File: src/rtl/vga_timing_gen.sv
// vga_timing_gen: free-running raster counters, sync decode and
// registered, blanked VGA pin outputs advancing on a pixel enable.
`timescale 1ns/1ps
module vga_timing_gen #(
  parameter int unsigned DISP_COLS = 800,
  parameter int unsigned H_FP      = 40,
  parameter int unsigned H_SYNC    = 128,
  parameter int unsigned H_BP      = 88,
  parameter int unsigned DISP_ROWS = 600,
  parameter int unsigned V_FP      = 1,
  parameter int unsigned V_SYNC    = 4,
  parameter int unsigned V_BP      = 23,
  parameter logic        SYNC_POL  = 1'b1
) (
  input  logic        clk,
  input  logic        reset,
  input  logic        pix_en,
  input  logic [7:0]  rgb_in,
  output logic [11:0] col_counter,
  output logic [11:0] row_counter,
  output logic        video_on,
  output logic        line_tick,
  output logic        frame_tick,
  output logic        hsync,
  output logic        vsync,
  output logic [7:0]  rgb_out
);

  localparam int unsigned H_TOTAL =
    DISP_COLS + H_FP + H_SYNC + H_BP;
  localparam int unsigned V_TOTAL =
    DISP_ROWS + V_FP + V_SYNC + V_BP;

  localparam logic [11:0] H_LAST = 12'(H_TOTAL - 1);
  localparam logic [11:0] V_LAST = 12'(V_TOTAL - 1);
  localparam logic [11:0] H_VIS  = 12'(DISP_COLS);
  localparam logic [11:0] V_VIS  = 12'(DISP_ROWS);
  localparam logic [11:0] HS_ON  = 12'(DISP_COLS + H_FP);
  localparam logic [11:0] HS_OFF = 12'(DISP_COLS + H_FP + H_SYNC);
  localparam logic [11:0] VS_ON  = 12'(DISP_ROWS + V_FP);
  localparam logic [11:0] VS_OFF = 12'(DISP_ROWS + V_FP + V_SYNC);

  logic col_last;
  logic row_last;
  logic hs_raw;
  logic vs_raw;

  assign col_last = (col_counter == H_LAST);
  assign row_last = (row_counter == V_LAST);

  assign video_on = (col_counter < H_VIS) &&
                    (row_counter < V_VIS);

  assign hs_raw = (col_counter >= HS_ON) &&
                  (col_counter < HS_OFF);
  assign vs_raw = (row_counter >= VS_ON) &&
                  (row_counter < VS_OFF);

  // Gated by reset so a held reset at (0,0) never looks like a line start.
  assign line_tick  = pix_en && !reset &&
                      (col_counter == 12'd0);
  assign frame_tick = line_tick &&
                      (row_counter == V_VIS);

  always_ff @(posedge clk) begin
    if (reset) begin
      col_counter <= 12'd0;
      row_counter <= 12'd0;
      hsync       <= ~SYNC_POL;
      vsync       <= ~SYNC_POL;
      rgb_out     <= 8'h00;
    end else if (pix_en) begin
      if (col_last) begin
        col_counter <= 12'd0;
        row_counter <= row_last ? 12'd0
                                : row_counter + 12'd1;
      end else begin
        col_counter <= col_counter + 12'd1;
      end
      // Pins share one register stage so they stay aligned.
      hsync   <= hs_raw ? SYNC_POL : ~SYNC_POL;
      vsync   <= vs_raw ? SYNC_POL : ~SYNC_POL;
      rgb_out <= video_on ? rgb_in : 8'h00;
    end
  end

endmodule

File: config.mk
export PLATFORM = sky130hd
export DESIGN_NAME = vga_timing_gen
export DESIGN_NICKNAME = d
export VERILOG_FILES = /design/src/rtl/vga_timing_gen.sv
export SDC_FILE = /design/constraint.sdc
export NUM_CORES = 1
export LEC_CHECK = 0
export BUFFER_PORTS_ARGS = -buffer_cell sky130_fd_sc_hd__buf_2
export CORE_ASPECT_RATIO = 2
export CORE_MARGIN = 10
export CORE_UTILIZATION = 52
export DETAILED_ROUTE_END_ITERATION = 16
export PLACE_DENSITY = 0.87
export SLEW_MARGIN = 20
export SYNTH_ARGS = -nofsm -noshare
export SYNTH_HDL_FRONTEND = slang
export SYNTH_SLANG_ARGS = --single-unit
export TNS_END_PERCENT = 50
File: constraint.sdc
create_clock -name clk -period 2.8 [get_ports clk]
set_input_delay 0.56 -clock clk [delete_from_list [all_inputs] [get_ports clk]]
set_output_delay 0.56 -clock clk [all_outputs]
set_load 0.01 [all_outputs]
-- Word level (Yosys, flattened, before mapping)
Index checks and enable logic that the tools add are counted.
- bits in registers: 34
- input port bits: 11
- output and inout bits: 37
- multiplexer cells: 5
- equality and inequality tests: 3
- reduce and logical (&&, ||, !) cells: 9
- magnitude comparators: 6
- add/subtract/negate cells: 2
- operators by type and width (kind ; number):
    less-than comparator 12 x 10 -> 1 bit, second input constant ; 4
    adder 12 x 1 -> 12 bit, second input constant ; 2
    equality test 12 x 10 -> 1 bit, second input constant ; 2
    >= comparator 12 x 10 -> 1 bit, second input constant ; 2
    two-way mux 12 bit ; 2
    equality test 12 x 11 -> 1 bit, second input constant ; 1
    logical NOT 12 bit ; 1
    two-way mux 8 bit ; 1
    logical AND 1 bit ; 6
    two-way mux 1 bit ; 2
    AND reduction 2 bit ; 1
    logical NOT 1 bit ; 1

-- Depth between registers and ports, before layout
Gate-level depths: netlist of run 1.
- depth after elaboration: 4
- gate-level depth with buffers: 7
- gate-level depth less buffers: 6

-- Worst setup path before layout of run 1
OpenSTA, ideal clock, no wires.
- path kind: flip-flop to flip-flop
- start point: register col_counter[0]
- end point: register row_counter[7]
- library setup time: 72 ps
- setup slack: 400 ps
- stages on the path, launching flop included: 7
- buffers on the path: 1
- arrival: 2329 ps
- clock period less this slack: 2400 ps
- path through: dfxtp_1 ha_1 or4b_4 or4_1 buf_2 or4_1 a21oi_1
- word-level cells in the longest chain between the ends: 2
- ends and longest elaborated chain (item ; line ; text):
    from (decl) ; 19 ; output logic [11:0] col_counter,
    from (signal assigned) ; 78 ; col_counter <= col_counter + 12'd1;
    equality test 12 x 11 -> 1 bit ; 48 ; assign col_last = (col_counter == H_LAST);
    AND reduction 2 bit (no line) ; n/a ;
    to (signal assigned) ; 75 ; row_counter <= row_last ? 12'd0
    to (decl) ; 20 ; output logic [11:0] row_counter,
Every way passes these cells.
A chain may end at the register's enable or synchronous reset.

-- Final worst setup path of run 1
- start point: register col_counter[0]
- end point: register row_counter[9]
Same word-level chain as after synthesis.

==> metrics.yaml, run 1 <==
status: "finished, final reports clean"
grt_overflow: 0
path_clk_slew_ns: 0.07
port_buffers: 47
ant_nets: 0
tightest_slew_ns: 0.458
dp_hpwl_um: 3870
post_drt_wl_per_cell_um: 17.4
chipHeight_um: 103
switching_share_pct: 23.2
worst_path_most_repeated_cell: "or4_1"
synth_top_area_cell: "dfxtp_1"
critical_path.top_delay_family: "simple AND/OR/NAND/NOR gates"
holdWs_ns: 0.474
irDropWorstVdd_mv: 0.302
drtIter0Drc: 113
drv_slew: 0
layout_min_cycle_time_ns: 2.51
syn_avg_cell_area_um2: 8.43
syn_inst: 214
layout.cells.non_filler: 295
synth_cell_type_count: 39
power.internal_w: 0.000721
first_pass_iters: 4
routabilityCongestion: 0.892
leakage_nw: 0.915
seq_power_share_pct: 53.3
cts_buffers: 5
synth_warnings: 0
async_flop_share_pct: 0
grt_pass1_vias: 1784
yosysSeqAreaShare_pct: 37.8
pwr-share-comb_pct: 7.1
syn-num-nets: 231
synth_edf_count: 0
slowest_stage: "or4_1"
clk_path_buf_depth: 2
cap_violations: 0
critical_path_buf_inv_count: 0
drive_gt1_share_pct: 26.7
synth.top_cell.area_share_pct: 37.8
wl_um: 5140
power_switching_w: 0.000217
fillers: 305
rsz0062_at_grt: "false"
rows: 30
track_usage_pct: 17.5
multi_input_area_um2: 1030
crit_required_ns: 3.02
setup-tns-final_ns: 0
drcViolationCount: 0
dp.cells: 286
cts.htree.levels: 2
syn-cell-area_um2: 1800
crit_chain: "ha_1 > or4b_4 > or4_1 > or4_1 > a21oi_1"
max_freq_ghz: 0.398
path_class: "register to register"
cts_setup_buffers: 0
cts_sinks: 34
fin_nets: 278
power.density_nw_per_um2: 435
endpoint_kind: "register"
pin_count: 48
routed_via_density: 6.14
crit_fanout: 9
ys_ff_latch: 34
die-area_um2: 6370
worstPathArrival_ns: 2.73
final_hold_viol_count: 0
clock_skew_ns: 0.00817
power_frac_clock_pct: 39.6
num_vias: 1812
antenna_found_initial: 1
slowest_delay_ns: 0.67
postCtsResizedCells: 0
seq_area_um2: 681
r2r_setup_slack_ns: 0.29
cts_tree: "done"
grt_pass1_wl_um: 8460
start_util_pct: 53.4
root_buffer: "clkbuf_8"
slew_headroom_pct: 69.2
syn2layout_area_growth_pct: 19.8
ys.flop_type: "dfxtp_1"
synthTopCellsByArea: "dfxtp_1 38%, o31ai_1 5.4%, xor2_1 4.4%"
period_share_pct: 89.6
die_w_um: 61.6
clk_latency_ns: 0.29
core_um2: 3380
grt_max_degree: 28
start_kind: "register"
setup_viol: 0
hp-class: "register to register"
cts_hold_buffers: 0
power groups by stage:
stage,registers (W),clock network [W],logic [W]
3_3_place_gp,0.000510,0,0.0000660
5_1_grt,0.000501,0.000405,0.0000750
6_report,0.000500,0.000372,0.0000670
2_1_floorplan,0.000515,0,0.0000338
4_1_cts,0.000500,0.000376,0.0000673
3_5_place_dp,0.000511,0,0.0000671
worst min-delay path, stage by stage (launching register included):
cell and delay [ns]:
dfxtp_1 0.31, inv_1 0.05, o32ai_1 0.07
per-layer routing:
layer  share of wire (%)  up-vias  routed length, um  global-route usage [%]
met5                   0        -                  0                       0
met4                 3.0        0                156                    11.6
met1                  36      850               1870                    17.1
met3                 6.3       19                323                    5.87
met2                  54       74               2790                    29.5
li1                    -      869                  -                       -
kinds of logic after synthesis:
logic type               share of synthesized area (%)
AND/OR/NAND/NOR                                   33.2
flip-flops                                        37.8
AO/OA/AOI/OAI                                     11.9
buffers and inverters                             5.07
XOR/XNOR                                          6.80
adder cells (fa/ha/maj)                           4.16
multiplexers                                      1.11
Yosys cell counts, types with 3 or more instances:
library cell  number
dfxtp_1           34
or4_1              6
inv_1              9
or3b_2             7
nor2_1            19
nand2_1           16
ha_1               6
nand3_1           10
o21ai_0            4
nor3_1             4
xor2_1             9
nand2b_1           4
o31ai_1           13
a21oi_1           11
and3_1             3
xnor2_1            5
nor4_1             4
clkbuf_1          10
nand4_1           11
and2_1             3
path summary, 6_finish.rpt:
path,to,start,cells past startpoint
hold reg to reg,rgb_out[7],rgb_out[7],2
setup reg to reg,row_counter[9],col_counter[0],5
setup / recovery,row_counter[9],col_counter[0],5
hold / removal,rgb_out[7],rgb_out[7],2
through the flow:
step / util [%] / area, um2 / setup WS, ns / total power (W)
2_1_floorplan: - / 1800 / 0.400 / 0.000549
3_5_place_dp: 61.1 / 2070 / 0.290 / 0.000578
3_3_place_gp: 61.1 / 2070 / 0.340 / 0.000576
5_1_grt: 63.9 / 2160 / 0.197 / 0.000981
4_1_cts: 63.9 / 2160 / 0.280 / 0.000943
6_report: 63.9 / 2160 / 0.290 / 0.000939
cells in the final DEF (no fill, tap or decap), types with 2 or more instances in the layout:
| cell type | count |
|---|---|
| mux2i_1 | 2 |
| xor2_1 | 9 |
| xnor2_1 | 5 |
| and3_1 | 3 |
| nor3_1 | 4 |
| nand3b_1 | 2 |
| ha_1 | 6 |
| nor2_1 | 19 |
| nand4b_1 | 2 |
| o31ai_1 | 13 |
| or2_2 | 2 |
| buf_2 | 47 |
| dfxtp_1 | 34 |
| a21oi_1 | 11 |
| nand4_1 | 11 |
| and4_1 | 2 |
| and2_1 | 3 |
| or3_1 | 2 |
| and4b_1 | 2 |
| nand3_1 | 10 |
| or4_1 | 6 |
| nand2b_1 | 4 |
| nand2_1 | 16 |
| nor4_1 | 4 |
| o21ai_0 | 4 |
| buf_4 | 6 |
| inv_1 | 9 |
| or3b_2 | 7 |
| clkbuf_8 | 6 |
layout make-up:
class,count,area share [%]
Tap cell,32,1.85
Inverter,9,1.56
Antenna cell,1,0.116
Clock inverter,1,0.232
Sequential cell,34,31.5
Timing Repair Buffer,53,13.0
Multi-Input combinational cell,158,47.7
Clock buffer,7,4.00
registers in the layout, indices dropped and copies added, names as in the netlist:
name         cells
rgb_out          8
vsync            1
hsync            1
col_counter     12
row_counter     12
(Power assumes the default switching activity.)
==> run 2: changes to the inputs <==
--- a/config.mk
+++ b/config.mk
@@ -6,9 +6,10 @@
 export NUM_CORES = 1
 export LEC_CHECK = 0
 export BUFFER_PORTS_ARGS = -buffer_cell sky130_fd_sc_hd__buf_2
-export CORE_ASPECT_RATIO = 2
+export CORE_ASPECT_RATIO = 1.5
 export CORE_MARGIN = 10
 export CORE_UTILIZATION = 52
+export CTS_CLUSTER_DIAMETER = 120
 export DETAILED_ROUTE_END_ITERATION = 16
 export PLACE_DENSITY = 0.87
 export SLEW_MARGIN = 20
==> metrics.yaml, run 2 (synthesis results as in run 1) <==
status: "finished, final reports clean"
die_w_um: 68.1
syn2layout_area_growth_pct: 21.0
hp-class: "register to register"
port_buffers: 47
clock_skew_ns: 0.00855
setup_slack_ns: 0.294
irDropWorstVdd_mv: 0.487
layout.cells.non_filler: 305
placed_area_um2: 2090
postCtsResizedCells: 0
root_buffer: "clkbuf_8"
path_clk_slew_ns: 0.07
drv_slew: 0
post_drt_wl_per_cell_um: 15.3
layout_commonest_cell: "buf_2"
top_regs: "col_counter x12, row_counter x12, rgb_out x8"
power_frac_clock_pct: 40.4
dp.cells: 297
antenna_cells: 0
crit_fanout: 9
wl_um: 4670
layout_min_cycle_time_ns: 2.51
rows: 26
drtIter0Drc: 119
grt_max_degree: 28
ant_nets: 0
slew_headroom_pct: 69.5
antenna_found_initial: 0
crit_required_ns: 3.03
fin_nets: 279
cts.htree.levels: 2
multi_input_area_um2: 1030
switching_share_pct: 23.9
first_pass_iters: 4
power.internal_w: 0.000721
cts_tree: "done"
final_core_util_pct: 64.5
cts_hold_buffers: 0
routed_via_density: 5.77
rsz0062_at_grt: "false"
fillers: 314
worstPathArrival_ns: 2.73
start_kind: "register"
seq_area_um2: 681
seq_power_share_pct: 52.8
cts_sinks: 34
clk_latency_ns: 0.29
routabilityCongestion: 0.911
drcViolationCount: 0
max_freq_ghz: 0.399
tightest_slew_ns: 0.452
leakage_nw: 0.919
grt_pass1_wl_um: 7970
period_share_pct: 89.5
chipHeight_um: 92.1
cap_violations: 0
most-common-layout-cells: "47 x buf_2, 34 x dfxtp_1, 19 x nor2_1, 16 x nand2_1, 13 x o31ai_1"
die-area_um2: 6270
clk_path_buf_depth: 2
setup_viol: 0
core_um2: 3380
setup-tns-final_ns: 0
track_usage_pct: 15.9
grt_overflow: 0
power.density_nw_per_um2: 434
num_vias: 1761
grt_pass1_vias: 1720
cts_setup_buffers: 0
dp_hpwl_um: 3470
endpoint_kind: "register"
final_hold_viol_count: 0
dpl_worst_slack_ns: 0.292
start_util_pct: 53.3
power_switching_w: 0.000227
final_area_um2: 2180
pin_count: 48
drive_gt1_share_pct: 27.4
cts_buffers: 5
pwr-share-comb_pct: 6.9
path_class: "register to register"
## run 2: critical path: stages (launching register included)
cell and delay (ns):
dfxtp_1 0.40, ha_1 0.21, or4b_4 0.51, or4_1 0.67
or4_1 0.51, a21oi_1 0.15
## run 2: stage by stage
step,total power (W),hold slack [ns]
floorplan,0.000549,0.495
global placement,0.000576,0.459
detailed placement,0.000577,0.460
CTS,0.000958,0.472
global route,0.000982,0.497
finish,0.000947,0.471
## run 2: final cells by class
| type | count | area share [%] |
|---|---|---|
| clock buffer | 6 | 3.79 |
| clock inverter | 2 | 0.574 |
| inverter | 9 | 1.55 |
| multi-input combinational | 158 | 47.3 |
| sequential | 34 | 31.2 |
| tap | 42 | 2.41 |
| timing repair buffer | 54 | 13.2 |
## run 2: power groups by stage
stage                     logic (W)  clock network (W)  registers (W)
after floorplan           0.0000338                  0       0.000515
after global placement    0.0000655                  0       0.000510
after detailed placement  0.0000659                  0       0.000511
after CTS                 0.0000661           0.000392       0.000500
after global routing      0.0000737           0.000407       0.000501
final                     0.0000650           0.000382       0.000500
## run 2: path summary, 6_finish.rpt
path | startpoint | endpoint | slack (ns) | depth (start not counted)
max | col_counter[0] | row_counter[9] | 0.29 | 5
min | vsync | vsync | 0.47 | 2
max reg2reg | col_counter[0] | row_counter[9] | 0.29 | 5
min reg2reg | vsync | vsync | 0.47 | 2
## run 2: metal layers
metal | wire length, um | up-vias | part of all wire, % | GRT usage [%]
met2 | 2330 | 79 | 50 | 25.3
met5 | 0 | - | 0 | 0
met1 | 1840 | 810 | 39 | 18.6
met3 | 380 | 9 | 8.1 | 4.75
met4 | 121 | 0 | 2.6 | 7.58
li1 | - | 863 | - | -
==> run 3: changes to the inputs <==
--- a/config.mk
+++ b/config.mk
@@ -8,10 +8,10 @@
 export BUFFER_PORTS_ARGS = -buffer_cell sky130_fd_sc_hd__buf_2
 export CORE_ASPECT_RATIO = 1.5
 export CORE_MARGIN = 10
-export CORE_UTILIZATION = 52
+export CORE_UTILIZATION = 45
 export CTS_CLUSTER_DIAMETER = 120
 export DETAILED_ROUTE_END_ITERATION = 16
-export PLACE_DENSITY = 0.87
+export PLACE_DENSITY = 0.78
 export SLEW_MARGIN = 20
 export SYNTH_ARGS = -nofsm -noshare
 export SYNTH_HDL_FRONTEND = slang
==> metrics.yaml, run 3 (synthesis results as in run 1) <==
rsz0062_at_grt: "false"
drtIter0Drc: 141
most-common-layout-cells: "47 x buf_2, 34 x dfxtp_1, 19 x nor2_1, 16 x nand2_1, 13 x o31ai_1"
fin_nets: 279
layout_commonest_cell: "buf_2"
cts_buffers: 5
grt_pass1_wl_um: 8030
period_share_pct: 89.8
max_freq_ghz: 0.398
grt_overflow: 0
drcViolationCount: 0
grt_max_degree: 27
postCtsResizedCells: 0
slew_headroom_pct: 66.4
final_area_um2: 2180
track_usage_pct: 13.7
ant_nets: 0
routed_via_density: 5.81
clk_latency_ns: 0.30
path_class: "register to register"
num_vias: 1790
setup-tns-final_ns: 0
cts_sinks: 34
chipHeight_um: 97.5
cts_tree: "done"
first_pass_iters: 4
wl_um: 4870
setup_viol: 0
path_clk_slew_ns: 0.07
pin_count: 48
crit_fanout: 9
routabilityCongestion: 0.896
drive_gt1_share_pct: 27.0
status: "finished, final reports clean"
multi_input_area_um2: 1030
placed_area_um2: 2090
grt_pass1_vias: 1681
final_hold_viol_count: 0
cts_setup_buffers: 0
start_kind: "register"
tightest_slew_ns: 0.498
root_buffer: "clkbuf_8"
clk_path_buf_depth: 2
hp-class: "register to register"
cts.htree.levels: 2
fillers: 407
antenna_cells: 0
post_drt_wl_per_cell_um: 15.8
port_buffers: 47
worstPathArrival_ns: 2.74
clock_skew_ns: 0.00612
cap_violations: 0
die-area_um2: 6990
irDropWorstVdd_mv: 0.321
power.total_w: 0.000948
endpoint_kind: "register"
start_util_pct: 46.0
seq_area_um2: 681
leakage_nw: 0.920
power.density_nw_per_um2: 435
die_w_um: 71.7
top_regs: "col_counter x12, row_counter x12, rgb_out x8"
drv_slew: 0
antenna_found_initial: 0
dp_hpwl_um: 3560
layout_min_cycle_time_ns: 2.51
crit_required_ns: 3.03
core_um2: 3920
rows: 28
syn2layout_area_growth_pct: 21.0
cts_hold_buffers: 0
[run 3: changes by cell type in the layout (fill, tap and decap cells not counted), sizes merged]
cell / previous run / this run
clkbuf: 6 / 7
clkinvlp: 1 / 0
[run 3: report_power, final]
part | internal [W] | total (W) | switching (W)
combinational | 0.0000298 | 0.0000657 | 0.0000359
clock | 0.000198 | 0.000383 | 0.000185
sequential | 0.000493 | 0.000500 | 0.00000659
[run 3: cell type report]
cell class                      count  share of cell area, %
Clock inverter                      1                  0.229
Timing Repair Buffer               54                   13.2
Multi-Input combinational cell    158                   47.3
Tap cell                           45                   2.58
Clock buffer                        7                   3.96
Inverter                            9                   1.55
Sequential cell                    34                   31.2
[run 3: worst paths after layout]
| path | startpoint | to | slack, ns | cells past startpoint |
|---|---|---|---|---|
| setup / recovery | col_counter[0] | row_counter[7] | 0.29 | 5 |
| hold / removal | rgb_out[7] | rgb_out[7] | 0.47 | 2 |
| setup reg to reg | col_counter[0] | row_counter[7] | 0.29 | 5 |
| hold reg to reg | rgb_out[7] | rgb_out[7] | 0.47 | 2 |
[run 3: layer usage]
| layer | global-route usage, % | up-vias | part of all wire, % | wire [um] |
|---|---|---|---|---|
| met5 | 0 | - | 0 | 0 |
| met4 | 6.28 | 0 | 2.1 | 102 |
| met3 | 4.40 | 8 | 6.6 | 321 |
| met2 | 22.8 | 58 | 50 | 2450 |
| met1 | 15.3 | 853 | 41 | 1990 |
| li1 | - | 871 | - | - |
[run 3: worst max-delay path, stage by stage, from the launching register on]
cell     delay [ns]
dfxtp_1        0.40
ha_1           0.21
or4b_4         0.50
or4_1          0.68
or4_1          0.51
a21oi_1        0.15
[run 3: stage by stage]
stage	hold WS, ns	utilization [%]	cells	setup slack [ns]
after floorplan	0.495	-	214	0.400
after global placement	0.459	53.3	300	0.324
after detailed placement	0.460	53.3	300	0.284
after CTS	0.472	55.6	308	0.287
after global routing	0.483	55.6	308	0.132
final	0.470	55.6	308	0.286
